<file path="config.mk">
export PLATFORM = sky130hd
export DESIGN_NAME = fetch_unit_flat
export DESIGN_NICKNAME = d
export VERILOG_FILES = /design/src/rtl/cpu_pkg.sv /design/src/rtl/fetch_unit_if.sv /design/src/rtl/pc_next_calc.sv /design/src/rtl/fetch_unit.sv /design/src/flat_wrapper.sv
export SDC_FILE = /design/constraint.sdc
export NUM_CORES = 1
export LEC_CHECK = 0
export ABC_CLOCK_PERIOD_IN_PS = 4000
export BUFFER_PORTS_ARGS = -buffer_cell sky130_fd_sc_hd__buf_4
export CAP_MARGIN = 15
export CORE_AREA = 2 2 93 95
export DETAILED_ROUTE_END_ITERATION = 8
export DIE_AREA = 0 0 95 97
export GPL_ROUTABILITY_DRIVEN = 0
export HOLD_SLACK_MARGIN = 0.06
export PLACE_DENSITY = 0.83
export SLEW_MARGIN = 25
export SYNTH_ARGS = -nofsm -noshare
export SYNTH_HDL_FRONTEND = slang
export SYNTH_SLANG_ARGS = --single-unit
</file>
<file path="constraint.sdc">
create_clock -name clk -period 4 [get_ports clk]
set_input_delay 0.4 -clock clk [delete_from_list [all_inputs] [get_ports clk]]
set_output_delay 0.4 -clock clk [all_outputs]
set_load 0.005 [all_outputs]
</file>
<file path="src/rtl/cpu_pkg.sv">
// Shared CPU definitions: fetch state encoding, default parameter values and
// the PC wrap helper used by the fetch path.
package cpu_pkg;

  typedef enum logic [1:0] {
    FETCH = 2'd0,
    HOLD  = 2'd1,
    FLUSH = 2'd2
  } fetch_state_e;

  localparam logic [31:0] NOP_INSTR_DEF = 32'hE1A0_0000;
  localparam logic [31:0] PC_WRAP_DEF   = 32'd60;

  // Any address beyond the top legal byte address folds back to zero.
  function automatic logic [31:0] wrap_pc(input logic [31:0] pc, input logic [31:0] pc_wrap);
    logic [31:0] res;
    if (pc > pc_wrap) begin
      res = 32'd0;
    end else begin
      res = pc;
    end
    return res;
  endfunction

endpackage

</file>
<file path="src/rtl/fetch_unit_if.sv">
// Instruction-memory and decode-side handshakes of the fetch unit.
interface fetch_unit_if;
  logic        imem_req;
  logic [31:0] imem_addr;
  logic        imem_ack;
  logic [31:0] imem_rdata;
  logic [31:0] instr;
  logic        instr_valid;
  logic        instr_ready;

  modport master (
    output imem_req, imem_addr, instr, instr_valid,
    input  imem_ack, imem_rdata, instr_ready
  );

  modport slave (
    input  imem_req, imem_addr, instr, instr_valid,
    output imem_ack, imem_rdata, instr_ready
  );
endinterface

</file>
<file path="src/rtl/pc_next_calc.sv">
// Combinational next-PC selection: branch over accept over hold, then wrap.
module pc_next_calc
  import cpu_pkg::*;
#(
  parameter logic [31:0] PC_WRAP = PC_WRAP_DEF
) (
  input  logic        branch_en,
  input  logic        accept,
  input  logic [31:0] branch_target,
  input  logic [31:0] pc_out,
  output logic [31:0] pc_next
);

  logic [31:0] raw_s;

  // Priority select of the raw next PC, followed by the wrap check.
  always_comb begin
    raw_s = pc_out;
    if (branch_en) begin
      raw_s = branch_target;
    end else if (accept) begin
      raw_s = pc_out + 32'd4;
    end else begin
      raw_s = pc_out;
    end
    pc_next = wrap_pc(raw_s, PC_WRAP);
  end

endmodule

</file>
<file path="src/rtl/fetch_unit.sv">
// Instruction fetch unit: requests the word at r15, hands it to decode, and
// steers the value r15 loads next.
module fetch_unit
  import cpu_pkg::*;
#(
  parameter logic [31:0] PC_WRAP   = PC_WRAP_DEF,
  parameter logic [31:0] NOP_INSTR = NOP_INSTR_DEF
) (
  input  logic          clk,
  input  logic          rst,
  input  logic [31:0]   PC_out,
  output logic [31:0]   PC_next,
  input  logic          branch_en,
  input  logic [31:0]   branch_target,
  fetch_unit_if.master  bus
);

  fetch_state_e state_r, state_s;
  logic [31:0]  instr_r, instr_s;
  logic         req_s, valid_s, accept_s;
  logic [31:0]  addr_s, pc_calc_s;

  // State and instruction registers.
  always_ff @(posedge clk or posedge rst) begin
    if (rst) begin
      state_r <= FETCH;
      instr_r <= NOP_INSTR;
    end else begin
      state_r <= state_s;
      instr_r <= instr_s;
    end
  end

  // Next-state and handshake decode. While flushing, the instruction register
  // is not visible to decode, so it parks the abandoned request address.
  always_comb begin
    state_s  = state_r;
    instr_s  = instr_r;
    req_s    = 1'b0;
    valid_s  = 1'b0;
    accept_s = 1'b0;
    addr_s   = PC_out;
    case (state_r)
      FETCH: begin
        req_s = 1'b1;
        if (branch_en) begin
          if (bus.imem_ack) begin
            state_s = FETCH;
          end else begin
            state_s = FLUSH;
            instr_s = PC_out;
          end
        end else if (bus.imem_ack) begin
          state_s = HOLD;
          instr_s = bus.imem_rdata;
        end else begin
          state_s = FETCH;
        end
      end
      HOLD: begin
        valid_s = 1'b1;
        if (branch_en) begin
          state_s = FETCH;
        end else if (bus.instr_ready) begin
          accept_s = 1'b1;
          state_s  = FETCH;
        end else begin
          state_s = HOLD;
        end
      end
      FLUSH: begin
        req_s  = 1'b1;
        addr_s = instr_r;
        if (bus.imem_ack) begin
          state_s = FETCH;
        end else begin
          state_s = FLUSH;
        end
      end
      default: begin
        state_s = FETCH;
        instr_s = NOP_INSTR;
      end
    endcase
  end

  pc_next_calc #(.PC_WRAP(PC_WRAP)) u_pc_next_calc (
    .branch_en     (branch_en),
    .accept        (accept_s),
    .branch_target (branch_target),
    .pc_out        (PC_out),
    .pc_next       (pc_calc_s)
  );

  assign bus.imem_req    = req_s & ~rst;
  assign bus.imem_addr   = addr_s;
  assign bus.instr_valid = valid_s & ~rst;
  assign bus.instr       = bus.instr_valid ? instr_r : NOP_INSTR;
  assign PC_next         = rst ? 32'd0 : pc_calc_s;

endmodule

</file>
<file path="src/flat_wrapper.sv">
// flat-port wrapper written by rule: the top's interface ports become plain ports
module fetch_unit_flat import cpu_pkg::*;
#(
  parameter logic [31:0] PC_WRAP   = PC_WRAP_DEF,
  parameter logic [31:0] NOP_INSTR = NOP_INSTR_DEF
)
  (clk, rst, PC_out, PC_next, branch_en, branch_target, bus_imem_req, bus_imem_addr, bus_instr, bus_instr_valid, bus_imem_ack, bus_imem_rdata, bus_instr_ready);
  fetch_unit_if bus_i ();
  input  logic clk;
  input  logic rst;
  input  logic [31:0] PC_out;
  output logic [31:0] PC_next;
  input  logic branch_en;
  input  logic [31:0] branch_target;
  output wire logic [$bits(bus_i.imem_req)-1:0] bus_imem_req;
  output wire logic [$bits(bus_i.imem_addr)-1:0] bus_imem_addr;
  output wire logic [$bits(bus_i.instr)-1:0] bus_instr;
  output wire logic [$bits(bus_i.instr_valid)-1:0] bus_instr_valid;
  input wire logic [$bits(bus_i.imem_ack)-1:0] bus_imem_ack;
  input wire logic [$bits(bus_i.imem_rdata)-1:0] bus_imem_rdata;
  input wire logic [$bits(bus_i.instr_ready)-1:0] bus_instr_ready;
  assign bus_imem_req = bus_i.imem_req;
  assign bus_imem_addr = bus_i.imem_addr;
  assign bus_instr = bus_i.instr;
  assign bus_instr_valid = bus_i.instr_valid;
  assign bus_i.imem_ack = bus_imem_ack;
  assign bus_i.imem_rdata = bus_imem_rdata;
  assign bus_i.instr_ready = bus_instr_ready;
  fetch_unit #(.PC_WRAP(PC_WRAP), .NOP_INSTR(NOP_INSTR)) u_core (.clk(clk), .rst(rst), .PC_out(PC_out), .PC_next(PC_next), .branch_en(branch_en), .branch_target(branch_target), .bus(bus_i));
endmodule
</file>
==> results.json <==
{
  "p_per_area_mw_per_mm2": 280,
  "crit_top_cell": "or4_4",
  "synth_edf_count": 0,
  "synth-seq-area-share": 0.232,
  "synth-seq-cells": 34,
  "fin_tns_setup_ns": 0,
  "skew_ns": 0.00517,
  "synth_compound_area_frac": 0.152,
  "antennaDiodeCount": 0,
  "power_w": 0.00144,
  "viasPerCell": 5.75,
  "first_global_vias": 3892,
  "crit_family": "simple AND/OR/NAND/NOR gates",
  "grt_max_degree": 65,
  "slew_headroom": 0.358,
  "crit_buf_inv": 3,
  "grt_pass1_wl_mm": 19.1,
  "setup.worst_path.end": "PC_next[4]",
  "cts_tree": "done",
  "place_inst": 708,
  "clockBufferDepth": 2,
  "cpMaxStageDelayCell": "or4_4",
  "vias": 4162,
  "synthMuxAreaShare": 0.194,
  "arrival_ns": 3.54,
  "final_cell_mix": "buf_4, nand2_1, mux2_2",
  "path_depth": 11,
  "worstRegToRegCells": 4,
  "yosysWarningCount": 0,
  "synth_xor_area_frac": 0.0308,
  "die_x_um": 95,
  "critPathKind": "reg -> out",
  "setup_viol": 0,
  "regToRegSetupSlack_ns": 2.02,
  "cp_data_required_time_ns": 3.60,
  "max_freq_ghz": 0.254,
  "drc": 0,
  "finalCritPeriodShare": 0.986,
  "netlist_area_mm2": 0.00370,
  "leakage_nw": 2.38,
  "path_max_fanout": 6,
  "grt-ovfl-total": 0,
  "layout-drive-gt1-share": 0.444,
  "cts_sinks": 34,
  "yosys.area_share.simple": 0.275,
  "slew_viol_final": 0,
  "wl_per_cell_um": 17.3,
  "critPathCaptureType": "output port",
  "coreArea_mm2": 0.00813,
  "start_util": 0.455,
  "row_count": 33,
  "synth_top_family_by_area": "simple AND/OR/NAND/NOR gates",
  "ant_nets": 0,
  "dr.first_iter.drc_count": 473,
  "cts_buffers": 5,
  "synthArstFlopShare": 1.00,
  "cts-htree-levels": 2,
  "cp-start-kind": "register",
  "dp_hpwl_mm": 9.39,
  "root_buffer": "clkbuf_8",
  "crit_chain": "inv_2 -> ha_4 -> nand4b_4 -> or4_4 -> or4_4 -> or4_4 -> o211ai_2 -> a32oi_4 -> buf_12 -> nor3_1 -> buf_4",
  "fillers": 686,
  "peakVddDrop_mv": 0.194,
  "syn_to_final_growth_pct": 38.8,
  "yosysTopAreaCellShare": 0.190,
  "finalInstanceArea_mm2": 0.00513,
  "synth_cell_type_count": 61,
  "hp-class": "in -> async",
  "first_pass_iters": 5,
  "yosys-top-cells-area": "dfrtp_1, mux2_2, nand2_1",
  "synthAdderAreaFrac": 0.0169,
  "mostFrequentLayoutCell": "buf_4",
  "die_area_mm2": 0.00922,
  "syn-instance-count": 458,
  "groute.usage.overall": 0.258,
  "yosys.area.top_type": "dfrtp_1",
  "slowest_delay_ns": 0.58,
  "antenna_found_initial": 0,
  "layout_min_cycle_time_ns": 3.94,
  "fin_cells": 724,
  "hold_viol": 0,
  "synth_flop_cell": "dfrtp_1",
  "port_buffers": 172,
  "regToRegStartpoint": "u_core.state_r[0]",
  "synth.avg_cell_area_um2": 8.07,
  "r2r-end": "u_core.instr_r[27]",
  "startpoint": "u_core.state_r[1]",
  "outcome": "complete, no violations",
  "ios": 199,
  "die_h_um": 97,
  "tightest_slew_ns": 0.964,
  "maxCapViolCount": 0,
  "ctsHoldBuffers": 0,
  "dpl_cell_area_mm2": 0.00493,
  "finalWirelength_mm": 12.6,
  "nets": 724,
  "clk_pin_slew_ns": 0.07,
  "insertion_delay_ns": 0.28
}
## kinds of logic (layout without fill, tap and decap cells)
family | count (synthesis) | after routing
adders and majority gates | 5 | 5
AOI/OAI and AO/OA | 82 | 82
muxes | 65 | 65
other | 1 | 26
and+or+nand+nor | 190 | 191
xor gates and xnor gates | 13 | 13
DFF | 34 | 34
buffers and inverters | 68 | 203
## how the worst min path moves through the flow
stage	end	cells past startpoint	from
6_report	u_core.instr_r[8]	2	rst
2_1_floorplan	u_core.instr_r[0]	2	u_core.instr_r[0]
4_1_cts	u_core.instr_r[5]	2	rst
3_5_place_dp	u_core.instr_r[22]	2	u_core.instr_r[22]
3_3_place_gp	u_core.instr_r[17]	2	u_core.instr_r[17]
5_1_grt	u_core.instr_r[5]	2	rst
## metal layers
layer	track usage	wire length [µm]
met5	0	0
met4	0.0925	399
met3	0.0467	1250
met2	0.415	6080
met1	0.343	4820
## timing repair
item	CTS	global route
setup endpoints to repair	3	6
gates resized for setup	1	5
pin swaps	0	4
gates cloned	0	1
setup buffers	0	7
## cell usage after synthesis, types with 2 or more instances
cell,count
or4_2,3
inv_1,12
or4_4,2
buf_4,27
a31oi_1,2
ha_1,5
dfrtp_1,28
nand4_1,12
clkbuf_1,23
o31ai_1,7
nand2b_1,9
o41ai_1,2
nor2b_1,2
nor3_1,14
or4_1,3
buf_1,3
mux2_2,54
nor4_1,9
nor2_1,10
a21oi_1,11
a21o_1,7
and3_1,3
and2_1,27
or3_1,2
a22oi_1,2
mux2i_1,11
nor3_2,2
xnor2_1,10
xor2_1,3
dfstp_2,6
buf_2,3
a2111oi_0,2
nor4b_1,2
nand3_1,8
nand2_1,73
o21ai_0,34
## flip-flops by register name, summed over array words and instances, names as in the netlist
signal	flops
u_core.state_r	2
u_core.instr_r	32
## per-stage QoR
stage	setup WS, ns	utilization	hold WS, ns
6_report	0.0570	0.631	0.235
5_1_grt	-0.0189	0.631	0.262
4_1_cts	0.0768	0.618	0.234
3_5_place_dp	0.294	0.607	0.488
3_3_place_gp	0.374	0.607	0.474
2_1_floorplan	0.682	-	0.458
## layout make-up
class	instances	area, µm²	area share
multi-input combinational	382	2620	0.510
timing repair buffer	183	1390	0.270
sequential	34	858	0.167
tap	105	131	0.0256
clock buffer	7	86.3	0.0168
inverter	12	45.0	0.00878
clock inverter	1	5.00	0.000975
## worst reg2reg max path, cell delays in order (launching register included)
cell and delay [ns]:
dfrtp_1 0.44, inv_1 0.09, ha_1 0.29, a21o_2 0.73, o21ai_0 0.27
## power by group
part	internal (W)	switching, W
Combinational	0.000313	0.000304
Sequential	0.000471	0.0000847
Clock	0.000139	0.000127
No activity file was read; power rests on OpenSTA's default activity.
